## src/rtl/upc_pkg.sv

```systemverilog
// Shared types for the scan front end: item field width and the debounce FSM states.
package upc_pkg;

  localparam int UPC_W = 3;

  typedef enum logic [1:0] {
    IDLE     = 2'd0,
    PRESS_DB = 2'd1,
    HELD     = 2'd2,
    REL_DB   = 2'd3
  } scan_state_t;

endpackage

```

## src/rtl/upc_scan_front_sync2.sv

```systemverilog
// Two-flop synchronizer for raw board inputs, with a selectable reset value per instance.
module sync2 #(
  parameter int           W       = 1,
  parameter logic [W-1:0] RST_VAL = '0
) (
  input  logic         clk,
  input  logic         reset_n,
  input  logic [W-1:0] d_i,
  output logic [W-1:0] q_o
);

  logic [W-1:0] meta_q;
  logic [W-1:0] sync_q;

  always_ff @(posedge clk or negedge reset_n) begin
    if (!reset_n) begin
      meta_q <= RST_VAL;
      sync_q <= RST_VAL;
    end else begin
      meta_q <= d_i;
      sync_q <= meta_q;
    end
  end

  assign q_o = sync_q;

endmodule

```

## src/rtl/upc_scan_front.sv

```systemverilog
// Scan front end: synchronizes and debounces the scan button, latches one item record
// (UPC + mark) per physical press with a single-cycle valid, and keeps a saturating item count.
module upc_scan_front
  import upc_pkg::*;
#(
  parameter int DEBOUNCE_CYCLES = 4,
  parameter int CNT_W           = 4
) (
  input  logic             clk,
  input  logic             reset_n,
  input  logic             scan_n,
  input  logic [UPC_W-1:0] upc_in,
  input  logic             mark_in,
  output logic [UPC_W-1:0] upc,
  output logic             mark,
  output logic             item_valid,
  output logic [CNT_W-1:0] item_count,
  output logic             count_full,
  output logic [1:0]       state_dbg
);

  localparam int            DB_W    = $clog2(DEBOUNCE_CYCLES) + 1;
  localparam logic [DB_W-1:0] DB_LAST = DB_W'(DEBOUNCE_CYCLES - 1);

  logic             s_scan_n;
  logic             s_press;
  logic [UPC_W-1:0] s_upc;
  logic             s_mark;

  // Button idles released (high), so its synchronizer resets to 1 to avoid a phantom press.
  sync2 #(.W(1), .RST_VAL(1'b1)) u_sync_scan (
    .clk     (clk),
    .reset_n (reset_n),
    .d_i     (scan_n),
    .q_o     (s_scan_n)
  );

  sync2 #(.W(UPC_W + 1), .RST_VAL('0)) u_sync_data (
    .clk     (clk),
    .reset_n (reset_n),
    .d_i     ({upc_in, mark_in}),
    .q_o     ({s_upc, s_mark})
  );

  assign s_press = ~s_scan_n;

  scan_state_t      state_q, state_d;
  logic [DB_W-1:0]  cnt_q, cnt_d;
  logic [UPC_W-1:0] upc_q, upc_d;
  logic             mark_q, mark_d;
  logic             valid_q, valid_d;
  logic [CNT_W-1:0] count_q, count_d;
  logic             accept;

  always_ff @(posedge clk or negedge reset_n) begin
    if (!reset_n) begin
      state_q <= IDLE;
      cnt_q   <= '0;
      upc_q   <= '0;
      mark_q  <= 1'b0;
      valid_q <= 1'b0;
      count_q <= '0;
    end else begin
      state_q <= state_d;
      cnt_q   <= cnt_d;
      upc_q   <= upc_d;
      mark_q  <= mark_d;
      valid_q <= valid_d;
      count_q <= count_d;
    end
  end

  always_comb begin
    state_d = state_q;
    case (state_q)
      IDLE:     if (s_press) state_d = PRESS_DB;
      PRESS_DB: begin
        if (!s_press)               state_d = IDLE;
        else if (cnt_q == DB_LAST)  state_d = HELD;
      end
      HELD:     if (!s_press) state_d = REL_DB;
      REL_DB: begin
        if (s_press)                state_d = HELD;
        else if (cnt_q == DB_LAST)  state_d = IDLE;
      end
      default:  state_d = IDLE;
    endcase
  end

  always_comb begin
    cnt_d  = cnt_q;
    accept = 1'b0;
    case (state_q)
      IDLE:     if (s_press) cnt_d = DB_W'(1);
      PRESS_DB: begin
        if (s_press && cnt_q == DB_LAST) accept = 1'b1;
        else if (s_press)                cnt_d  = cnt_q + DB_W'(1);
      end
      HELD:     if (!s_press) cnt_d = DB_W'(1);
      REL_DB:   if (!s_press && cnt_q != DB_LAST) cnt_d = cnt_q + DB_W'(1);
      default:  cnt_d = '0;
    endcase

    // The record is captured only on the accepting edge; switch motion at any other time is ignored.
    upc_d   = accept ? s_upc  : upc_q;
    mark_d  = accept ? s_mark : mark_q;
    valid_d = accept;
    count_d = (accept && count_q != '1) ? count_q + CNT_W'(1) : count_q;
  end

  assign upc        = upc_q;
  assign mark       = mark_q;
  assign item_valid = valid_q;
  assign item_count = count_q;
  assign count_full = &count_q;
  assign state_dbg  = state_q;

endmodule

```

## config.mk

```make
export PLATFORM = sky130hd
export DESIGN_NAME = upc_scan_front
export DESIGN_NICKNAME = d
export VERILOG_FILES = /design/src/rtl/upc_pkg.sv /design/src/rtl/upc_scan_front_sync2.sv /design/src/rtl/upc_scan_front.sv
export SDC_FILE = /design/constraint.sdc
export NUM_CORES = 1
export LEC_CHECK = 0
export BUFFER_PORTS_ARGS = -buffer_cell sky130_fd_sc_hd__buf_4
export CAP_MARGIN = 5
export CELL_PAD_IN_SITES_DETAIL_PLACEMENT = 1
export CELL_PAD_IN_SITES_GLOBAL_PLACEMENT = 1
export CORE_UTILIZATION = 41
export CTS_CLUSTER_DIAMETER = 120
export DETAILED_ROUTE_END_ITERATION = 7
export PLACE_DENSITY_LB_ADDON = 0.1
export SYNTH_ARGS = -nofsm -noshare
export SYNTH_HDL_FRONTEND = slang
export SYNTH_SLANG_ARGS = --single-unit
```

## constraint.sdc

```tcl
create_clock -name clk -period 2.4 [get_ports clk]
set_clock_uncertainty 0.05 [all_clocks]
set_input_delay 0 -clock clk [delete_from_list [all_inputs] [get_ports clk]]
set_output_delay 0 -clock clk [all_outputs]
set_load 0.1 [all_outputs]
```

* Yosys cells after proc, flatten, opt, wreduce, memory -nomap -nowiden
Index checks and enable logic that the tools add are counted.
Word-level totals: bits in registers 24, bits in latches 0, memory bits (writable) 0, bits in read-only memories 0, input bits 7, output and inout bits 12, word-level logic and storage cells 48, memories kept 0
Cells by class: $add $sub $neg 2, multiply operators 0, div/mod/pow operators 0, magnitude comparators 0, equal/unequal tests 13, shifts and indexed selects 0, muxes and demuxes 15, bitwise gates (word level) 1, reductions and logical operators 7
Operator list (number):
- 3-bit 2-to-1 mux | 5
- 2-bit 2-to-1 mux | 6
- 3-bit case mux with 4 select lines | 1
- 2-bit inequality test (second input constant) | 4
- 2-bit case mux with 4 select lines | 1
- 4-bit AND reduction | 2
- 3-bit by 2-bit inequality test with 1-bit output (second input constant) | 2
- 5-bit AND reduction | 1
- 4-bit by 1-bit adder with 4-bit output (second input constant) | 1
- 2-bit == test (second input constant) | 2
- 4-bit inequality test (second input constant) | 1
- 3-bit by 1-bit adder with 3-bit output (second input constant) | 1
- 3-bit by 2-bit == test with 1-bit output (second input constant) | 1
- 1-bit logical AND | 3
- 3-bit inequality test (second input constant) | 1
- 2-bit by 1-bit == test with 1-bit output (second input constant) | 1
- 2-bit zero test | 1
- 1-bit 2-to-1 mux | 2
- 2-bit by 1-bit inequality test with 1-bit output (second input constant) | 1
- 1-bit NOT | 1

* Depth between registers and ports, before layout
Gate-level depths: netlist (run 1).
word-level depth 5, gate-level depth with buffers 7, depth with buffers taken out 5

* By module
A second synthesis (run 1) with hierarchy kept.
Unflattened totals: cells, all modules 57, area total of the unflattened synthesis 877.1 sq um
Modules (own cells, without submodules):
- upc_scan_front | instances 1, cells an instance 47, area an instance 624.3 sq um, seq. area each 350.3 sq um
- sync2 (u_sync_data) | instances 1, cells an instance 8, area an instance 200.2 sq um, seq. area each 200.2 sq um
- sync2 (u_sync_scan) | instances 1, cells an instance 2, area an instance 52.6 sq um, seq. area each 52.6 sq um

* Worst setup path after synthesis (run 1)
OpenSTA, ideal clock, no wires.
kind register to output, start point reg count_q[0] (netlist: item_count[0]), end point out count_full, data arrival time 2.105 ns, data required time 2.350 ns, path slack 0.245 ns, stages on the path, launching flop included 4, path buffers 0, path through dfrtp_1 > ha_1 > nand3_1 > inv_1
On the way: cells in the longest elaborated chain, start to end 1
Ends and longest elaborated chain:
- start: declaration | line upc_scan_front.sv:52 | logic [CNT_W-1:0] count_q, count_d;
- start signal: assignment | line upc_scan_front.sv:69 | count_q <= count_d;
- 4-bit AND reduction | line upc_scan_front.sv:115 | assign count_full = &count_q;
- end: declaration | line upc_scan_front.sv:18 | output logic count_full,
No other way between the ends.

* Final worst setup path (run 1)
start point reg cnt_q[0], end point reg upc_q[2] (netlist: upc[2])
On the way: cells in the longest elaborated chain, start to end 4
Ends and longest elaborated chain:
- start: declaration | line upc_scan_front.sv:48 | logic [DB_W-1:0] cnt_q, cnt_d;
- start signal: assignment | line upc_scan_front.sv:65 | cnt_q <= cnt_d;
- 3-bit by 2-bit == test with 1-bit output | line upc_scan_front.sv:96 | if (s_press && cnt_q == DB_LAST) accept = 1'b1;
- 1-bit logical AND | line upc_scan_front.sv:96
- 1-bit 2-to-1 mux | line upc_scan_front.sv:96
- 1-bit 2-to-1 mux | line upc_scan_front.sv:93 | case (state_q)
- end signal: assignment | line upc_scan_front.sv:66 | upc_q <= upc_d;
- end: declaration | line upc_scan_front.sv:49 | logic [UPC_W-1:0] upc_q, upc_d;
No other way between the ends. A chain may end at the register's enable or synchronous reset.

==> results of run 1 <==
[timing repair]
action | in CTS | in global routing
endpoints found under the hold margin | 29 | 0
hold buffers | 6 | 0
endpoints found under the setup margin | 0 | 0
setup buffers | 0 | 0
[placed cells by master, fill, tap and decap left out, drive strengths merged]
cell type and n:
a21oi 3, a22o 2, a31oi 2, and3 1
and4bb 1, buf 18, bufinv 1, clkbuf 3
dfrtp 22, dfstp 2, dlygate4sd3 6, ha 3
inv 3, mux2 5, nand2 4, nand3 2
nor2b 1, o31ai 2, o32a 1, xnor2 2
xor2 1
[worst max-delay path by stage]
stage                              from             to  slack (ns)  cells after the start
after detailed placement       cnt_q[0]  item_count[1]        0.46                      5
after CTS                      cnt_q[0]  item_count[1]        0.42                      5
after global placement         cnt_q[1]  item_count[1]        0.54                      5
after global routing           cnt_q[0]  item_count[1]        0.31                      5
final                          cnt_q[0]         upc[2]        0.45                      4
after floorplan           item_count[0]     count_full        0.24                      3
[layer usage]
metal,vias to the layer above,global-route usage,part of all wire
met5,-,0,0
met3,2,0.0566,0.026
met1,279,0.190,0.43
met2,10,0.272,0.53
met4,0,0.0735,0.0097
li1,258,-,-
[cells by family (layout without fill, tap and decap cells)]
group | Yosys count | count (layout)
adder cells (fa/ha/maj) | 3 | 3
XOR/XNOR | 3 | 3
buffers and inverters | 5 | 31
flip-flops | 24 | 24
AND/OR/NAND/NOR | 9 | 9
AO/OA/AOI/OAI | 10 | 10
multiplexers | 5 | 5
[cell type report]
| class | instances | area (µm²) | area share |
|---|---|---|---|
| clock buffer | 3 | 22.5 | 0.0196 |
| clock inverter | 1 | 30.0 | 0.0262 |
| inverter | 3 | 11.3 | 0.00981 |
| multi-input combinational | 30 | 251 | 0.219 |
| sequential | 24 | 603 | 0.526 |
| tap | 27 | 33.8 | 0.0294 |
| timing repair buffer | 24 | 195 | 0.170 |
[sequential cells by signal (all words and copies together) (netlist names), named ones only]
register            cells
u_sync_scan.meta_q      1
u_sync_data.q_o         4
cnt_q                   3
upc                     3
mark                    1
u_sync_data.meta_q      4
state_dbg               1
u_sync_scan.q_o         1
item_valid              1
item_count              4
[stage by stage]
stage	area [µm²]	std cells	util	setup slack, ns	hold slack, ns
6_report	1150	112	0.573	0.454	0.0546
5_1_grt	1150	112	0.573	0.306	0.0610
4_1_cts	1150	112	0.573	0.418	0.0324
3_5_place_dp	1030	102	0.517	0.457	-0.140
3_3_place_gp	1030	102	0.517	0.535	-0.137
2_1_floorplan	885	59	-	0.245	-0.346
==> results.json, run 1 <==
{
  "status": "completed",
  "cts_buffers": 3,
  "critical_path_peak_fanout": 9,
  "maxCapViolations": 0,
  "rows": 16,
  "setup_viol": 0,
  "reg2reg_depth": 4,
  "yosysWarnings": 0,
  "hp-class": "primary input to async pin",
  "synth_area_leader_cell": "dfrtp_1",
  "crit_path_frequent_cell": "ha_1",
  "worst_ep_arrival_time_ns": 2.10,
  "via_per_inst": 4.90,
  "wl_per_cell_um": 13.8,
  "syn_inst": 59,
  "r2r-end": "upc[2]",
  "end_kind": "flip-flop",
  "slew_viol_final": 0,
  "synth_flop_cell": "dfrtp_1",
  "syn_area_um2": 885,
  "reg2reg_slack_ns": 0.45,
  "synthTopCellsByCount": "dfrtp_1 (22), mux2_2 (4)",
  "cp_num_buf_inv": 0,
  "worstPathRequired_ns": 2.56,
  "die_w_um": 48.5,
  "io-pin-count": 19,
  "synth_xor_area_frac": 0.0297,
  "relSlewSlack": 0.675,
  "crit_family": "simple AND/OR/NAND/NOR gates",
  "grt_setup_unrepaired": "false",
  "clk_pin_slew_worst_paths_ns": 0.12,
  "start_util": 0.442,
  "yosysSeqAreaShare": 0.682,
  "drive_gt1_frac": 0.353,
  "worstMarginPinSlew_ns": 0.486,
  "antenna_found_initial": 0,
  "worstSkewPairLatency_ns": 0.31,
  "synth-compound-area-share": 0.0792,
  "synthArstFlopShare": 1.00,
  "dieArea_um2": 2350,
  "crit_type": "flip-flop to flip-flop",
  "synth_enable_flop_cells": 0,
  "grt_pass1_wl_um": 2820,
  "synth_top_family_by_area": "compound AO/OA/AOI/OAI gates",
  "layout_min_cycle_time_ns": 1.95,
  "netlist_top_cells_area": "dfrtp_1 (62%), dfstp_2 (5.9%), mux2_2 (5.1%)",
  "yosysMostFrequentCell": "dfrtp_1",
  "ctsResizeCount": 0,
  "cts_max_path_buffers": 2,
  "hold_violations": 0,
  "hpwlAfterDp_um": 1090,
  "synth_fa_ha_area_frac": 0.0424,
  "slowest_stage": "and4bb_1",
  "drcViolationCount": 0,
  "gp_congestion": 0.739,
  "cts.sinks": 24,
  "ys_types": 21,
  "syn_area_per_cell_um2": 15.0,
  "root_buffer": "clkbuf_4",
  "grt_overflow": 0,
  "grt_max_degree": 25,
  "critical_path.max_stage_delay_ns": 0.51,
  "first_pass_iters": 3,
  "tritoncts": "built",
  "fin_nets": 96,
  "rr_startpoint": "cnt_q[0]",
  "tns_ns": 0,
  "yosysTopAreaCellShare": 0.622,
  "path_cells": "ha_1, ha_1, and4bb_1, mux2_2",
  "drt-total-wl_um": 1540,
  "area_growth_syn_to_layout_pct": 29.7,
  "synth_fp_nets": 69,
  "startpoint_type": "flip-flop",
  "synth_simple_gate_area_share": 0.0651,
  "h-tree-depth": 1,
  "max_freq_mhz": 514,
  "synth_mux_area_frac": 0.0679,
  "period_share": 0.811,
  "fillers": 196,
  "ys_ff_latch": 24,
  "diodes": 0,
  "grt_pass1_vias": 593,
  "track_usage": 0.163,
  "vias": 549,
  "ant_nets": 0,
  "chipHeight_um": 48.5,
  "drt_iter0_markers": 2,
  "portBuffers": 18,
  "coreArea_um2": 2000
}
Power of run 1 is not shown: default switching activity piles up to over one toggle a cycle in this logic, so the estimate is an artifact.
==> run 2: changes to the inputs <==
--- a/config.mk
+++ b/config.mk
@@ -5,11 +5,12 @@
 export SDC_FILE = /design/constraint.sdc
 export NUM_CORES = 1
 export LEC_CHECK = 0
+export ABC_AREA = 1
 export BUFFER_PORTS_ARGS = -buffer_cell sky130_fd_sc_hd__buf_4
 export CAP_MARGIN = 5
 export CELL_PAD_IN_SITES_DETAIL_PLACEMENT = 1
 export CELL_PAD_IN_SITES_GLOBAL_PLACEMENT = 1
-export CORE_UTILIZATION = 41
+export CORE_UTILIZATION = 40
 export CTS_CLUSTER_DIAMETER = 120
 export DETAILED_ROUTE_END_ITERATION = 7
 export PLACE_DENSITY_LB_ADDON = 0.1
==> constraint.sdc (replaced) <==
create_clock -name clk -period 2 [get_ports clk]
set_clock_uncertainty 0.05 [all_clocks]
set_input_delay 0 -clock clk [delete_from_list [all_inputs] [get_ports clk]]
set_output_delay 0 -clock clk [all_outputs]
set_load 0.1 [all_outputs]
==> results.json, run 2 <==
{
  "layout_common_cells": "nand2_1 (36), dfrtp_1 (18), buf_4 (18)",
  "dieArea_um2": 2600,
  "worstPathRequired_ns": 1.95,
  "cts_buffers": 3,
  "crit_type": "flip-flop to primary output",
  "ctsResizeCount": 0,
  "drcViolationCount": 0,
  "track_usage": 0.154,
  "grt_max_degree": 25,
  "syn_inst": 90,
  "slowest_stage": "dfrtp_4",
  "ys_types": 16,
  "synth_top_family_by_area": "simple AND/OR/NAND/NOR gates",
  "root_buffer": "clkbuf_4",
  "vdd.ir_drop.worst_uv": 885,
  "gp_congestion": 0.833,
  "maxUsedRoutingLayer": "met4",
  "clk_pin_slew_worst_paths_ns": 0.13,
  "cts.sinks": 24,
  "path_cells": "ha_1, nand2_1, nor2_4, buf_4",
  "coreArea_um2": 2230,
  "grt_pass1_wl_um": 2900,
  "synth_mux_area_frac": 0,
  "synthTopCellsByCount": "nand2_1 (36), dfrtp_1 (22), inv_1 (7), nand3_1 (4)",
  "h-tree-depth": 1,
  "start_util": 0.430,
  "synth_area_leader_cell": "dfrtp_1",
  "grt_overflow": 0,
  "die_w_um": 51.0,
  "layout_min_cycle_time_ns": 1.59,
  "grt_pass1_vias": 638,
  "reg2reg_slack_ns": 0.52,
  "r2r-end": "item_count[3]",
  "status": "completed",
  "synth_enable_flop_cells": 0,
  "drt_iter0_markers": 3,
  "rows": 17,
  "synth-compound-area-share": 0.00521,
  "reg2reg_depth": 8,
  "post-place-cells": 136,
  "max_freq_mhz": 628,
  "relSlewSlack": 0.800,
  "maxCapViolations": 0,
  "critical_path.max_stage_delay_ns": 0.47,
  "grt_setup_unrepaired": "false",
  "yosysTopAreaCellShare": 0.573,
  "final_common_cell": "nand2_1",
  "hp-class": "primary input to async pin",
  "syn_area_um2": 961,
  "ys_ff_latch": 24,
  "startpoint_type": "flip-flop",
  "chipHeight_um": 51.0,
  "drt-total-wl_um": 1750,
  "synth_flop_cell": "dfrtp_1",
  "layoutNonFillerInstCount": 146,
  "wl_per_cell_um": 12.0,
  "drive_gt1_frac": 0.314,
  "vias": 675,
  "finalPower_uw": 1910,
  "first_pass_iters": 4,
  "period_share": 0.797,
  "wl_met1_um": 814,
  "critical_path_peak_fanout": 6,
  "tns_ns": 0,
  "hpwlAfterDp_um": 1250,
  "cts_max_path_buffers": 2,
  "yosysSeqAreaShare": 0.628,
  "portBuffers": 18,
  "synthArstFlopShare": 1.00,
  "wl_met3_um": 54,
  "yosysWarnings": 0,
  "io-pin-count": 19,
  "fin_nets": 129,
  "synth_fp_nets": 100,
  "netlist_top_cells_area": "dfrtp_1 (57%), nand2_1 (14%), dfstp_2 (5.5%)",
  "ant_nets": 0,
  "diodes": 0,
  "antenna_found_initial": 0,
  "worst_ep_arrival_time_ns": 1.54,
  "synth_simple_gate_area_share": 0.283,
  "yosysMostFrequentCell": "nand2_1",
  "crit_family": "flip-flops",
  "end_kind": "primary output",
  "synth_xor_area_frac": 0.00911,
  "worstSkewPairLatency_ns": 0.30,
  "rr_startpoint": "cnt_q[0]",
  "slew_viol_final": 0,
  "post_cts_buffers": 0,
  "ctsHoldBuffers": 6,
  "via_per_inst": 4.62,
  "syn_area_per_cell_um2": 10.7,
  "hold_violations": 0,
  "final_util": 0.550,
  "tritoncts": "built",
  "worstMarginPinSlew_ns": 0.300,
  "area_growth_syn_to_layout_pct": 27.7,
  "p_per_area_nw_per_um2": 1560,
  "synth_fa_ha_area_frac": 0.0391,
  "p_leak_uw": 0.000657,
  "cp_num_buf_inv": 1,
  "setup_viol": 0,
  "wl_met2_um": 863
}
## run 2: changes by cell type in the layout (fill, tap and decap cells not counted), moves of 3 or more
cell and delta:
nand2_1 +33, a21oi_1 -3, mux2_2 -4, nand2_2 +3
inv_1 +4, dfrtp_1 -4
## run 2: layer usage
| layer | GRT usage | vias up |
|---|---|---|
| li1 | - | 334 |
| met1 | 0.208 | 327 |
| met2 | 0.246 | 12 |
| met3 | 0.0357 | 2 |
| met4 | 0.0417 | 0 |
| met5 | 0 | - |
## run 2: logic make-up (layout without fill, tap and decap cells)
kind of cell               count (synthesis)  after routing
adders and majority gates                  3              3
buffers and inverters                      8             36
and+or+nand+nor                           53             53
DFF                                       24             24
xor gates and xnor gates                   1              1
AOI/OAI and AO/OA                          1              1
## run 2: through the flow
stage                     hold WS (ns)  setup WS, ns  instance area [µm²]
after global placement          -0.137         0.581                 1140
after CTS                       0.0601         0.381                 1230
after global routing            0.0778         0.310                 1230
after floorplan                 -0.346        0.0858                  971
after detailed placement        -0.135         0.543                 1140
final                           0.0593         0.407                 1230
## run 2: area by class of cell
type                       count  area (µm²)
clock buffer                   4        26.3
fill                         257        1010
inverter                       8        35.0
multi-input combinational     58         323
sequential                    24         613
tap                           28        35.0
timing repair buffer          24         195
## run 2: worst max path at each step
stage / from / to / slack (ns) / cells past startpoint
6_report: item_count[0] / count_full / 0.41 / 4
5_1_grt: item_count[0] / count_full / 0.31 / 4
4_1_cts: item_count[0] / count_full / 0.38 / 4
3_5_place_dp: cnt_q[0] / item_count[3] / 0.54 / 8
3_3_place_gp: cnt_q[0] / item_count[3] / 0.58 / 8
2_1_floorplan: item_count[1] / item_count[3] / 0.09 / 6
## run 2: report_power, final
part | internal [µW] | total (µW) | leakage [µW] | switching (µW)
logic | 213 | 987 | 0.000352 | 774
clock network | 77.6 | 215 | 0.0000150 | 138
registers | 610 | 709 | 0.000290 | 98.9
(Power assumes the default switching activity.)
==> run 3: changes to the inputs <==
==> constraint.sdc (replaced) <==
create_clock -name clk -period 1.6 [get_ports clk]
set_clock_uncertainty 0.05 [all_clocks]
set_input_delay 0 -clock clk [delete_from_list [all_inputs] [get_ports clk]]
set_output_delay 0 -clock clk [all_outputs]
set_load 0.1 [all_outputs]
==> results.json, run 3 (synthesis gave the netlist of run 2 again) <==
{
  "ant_nets": 0,
  "relSlewSlack": 0.800,
  "coreArea_um2": 2230,
  "wl_per_cell_um": 12.0,
  "post-place-cells": 136,
  "vias": 679,
  "slowest_stage": "dfrtp_4",
  "crit_family": "flip-flops",
  "worstMarginPinSlew_ns": 0.299,
  "cp_num_buf_inv": 1,
  "fin_nets": 129,
  "finalPower_uw": 2410,
  "area_growth_syn_to_layout_pct": 29.6,
  "cts.sinks": 24,
  "worstSkewPairLatency_ns": 0.30,
  "p_seq_frac": 0.373,
  "diodes": 0,
  "setup_viol": 0,
  "critical_path_peak_fanout": 6,
  "vdd.ir_drop.worst_uv": 1280,
  "p_comb_frac": 0.516,
  "io-pin-count": 19,
  "portBuffers": 18,
  "final_common_cell": "nand2_1",
  "track_usage": 0.168,
  "grt_max_degree": 25,
  "rows": 17,
  "chipHeight_um": 51.0,
  "cts_buffers": 3,
  "critPathLaunch": "item_count[0]",
  "tritoncts": "built",
  "grt_setup_unrepaired": "false",
  "fillers": 262,
  "post_cts_buffers": 0,
  "max_freq_mhz": 665,
  "drive_gt1_frac": 0.347,
  "gp_congestion": 0.735,
  "drt-total-wl_um": 1760,
  "status": "completed",
  "layoutNonFillerInstCount": 146,
  "hp-class": "primary input to async pin",
  "period_share": 0.939,
  "start_util": 0.430,
  "p_per_area_nw_per_um2": 1940,
  "die_w_um": 51.0,
  "drt_iter0_markers": 4,
  "regArea_um2": 616,
  "hold_violations": 0,
  "root_buffer": "clkbuf_4",
  "end_kind": "primary output",
  "critical_path.max_stage_delay_ns": 0.48,
  "switching_share": 0.527,
  "h-tree-depth": 1,
  "antenna_found_initial": 0,
  "multiInputGateArea_um2": 338,
  "maxCapViolations": 0,
  "slew_viol_final": 0,
  "place_ws_ns": 0.143,
  "drcViolationCount": 0,
  "crit_type": "flip-flop to primary output",
  "first_pass_iters": 4,
  "hpwlAfterDp_um": 1280,
  "r2r-end": "item_count[2]",
  "p_switching_uw": 1270,
  "grt_overflow": 0,
  "p_clk_frac": 0.112,
  "reg2reg_slack_ns": 0.13,
  "fin_area_um2": 1240,
  "reg2reg_depth": 8,
  "layout_min_cycle_time_ns": 1.50,
  "p_int_uw": 1140,
  "dpl_cell_area_um2": 1160,
  "path_cells": "ha_4, nand2_2, nor2_4, buf_4",
  "grt_pass1_vias": 675,
  "p_leak_uw": 0.000653,
  "via_per_inst": 4.65,
  "grt_pass1_wl_um": 3140,
  "layout_common_cells": "nand2_1 (35), buf_4 (18), dfrtp_1 (16)",
  "dieArea_um2": 2600,
  "rr_startpoint": "cnt_q[0]",
  "tns_ns": 0,
  "clk_pin_slew_worst_paths_ns": 0.13,
  "worstPathRequired_ns": 1.55,
  "startpoint_type": "flip-flop",
  "finalWorstSetupSlack_ns": 0.0971,
  "cts_max_path_buffers": 2,
  "worst_ep_arrival_time_ns": 1.45
}
-- run 3: routing by layer --
metal | part of all wire | vias up | track usage
met5 | 0 | - | 0
met4 | 0.0091 | 0 | 0.0694
met1 | 0.48 | 331 | 0.232
li1 | - | 333 | -
met2 | 0.48 | 13 | 0.254
met3 | 0.035 | 2 | 0.0357
-- run 3: how the worst max path moves through the flow --
stage,endpoint,slack [ns],depth (start not counted)
2_1_floorplan,item_count[2],-0.19,6
3_3_place_gp,item_count[2],0.21,8
3_5_place_dp,item_count[2],0.14,8
4_1_cts,count_full,0.07,4
5_1_grt,count_full,0.02,4
6_report,count_full,0.1,4
-- run 3: power by group through the flow --
stage | logic (µW) | registers (µW) | clock network [µW]
3_5_place_dp | 1240 | 914 | 0
4_1_cts | 1260 | 901 | 282
6_report | 1240 | 899 | 269
2_1_floorplan | 279 | 1600 | 0
3_3_place_gp | 1220 | 906 | 0
5_1_grt | 1310 | 924 | 302
-- run 3: repair_timing --
item,in CTS,in global routing
hold buffers,6,0
gates resized for setup,0,0
hold endpoints to repair,29,0
-- run 3: stage by stage --
stage,hold WS (ns),util
6_report,0.0570,0.557
5_1_grt,0.0728,0.557
4_1_cts,0.0637,0.557
3_5_place_dp,-0.133,0.519
3_3_place_gp,-0.138,0.519
2_1_floorplan,-0.346,-
-- run 3: area by class of cell --
class                      instances  area share
inverter                           8      0.0281
sequential                        24       0.494
multi-input combinational         58       0.271
tap                               28      0.0281
clock buffer                       4      0.0211
timing repair buffer              24       0.157
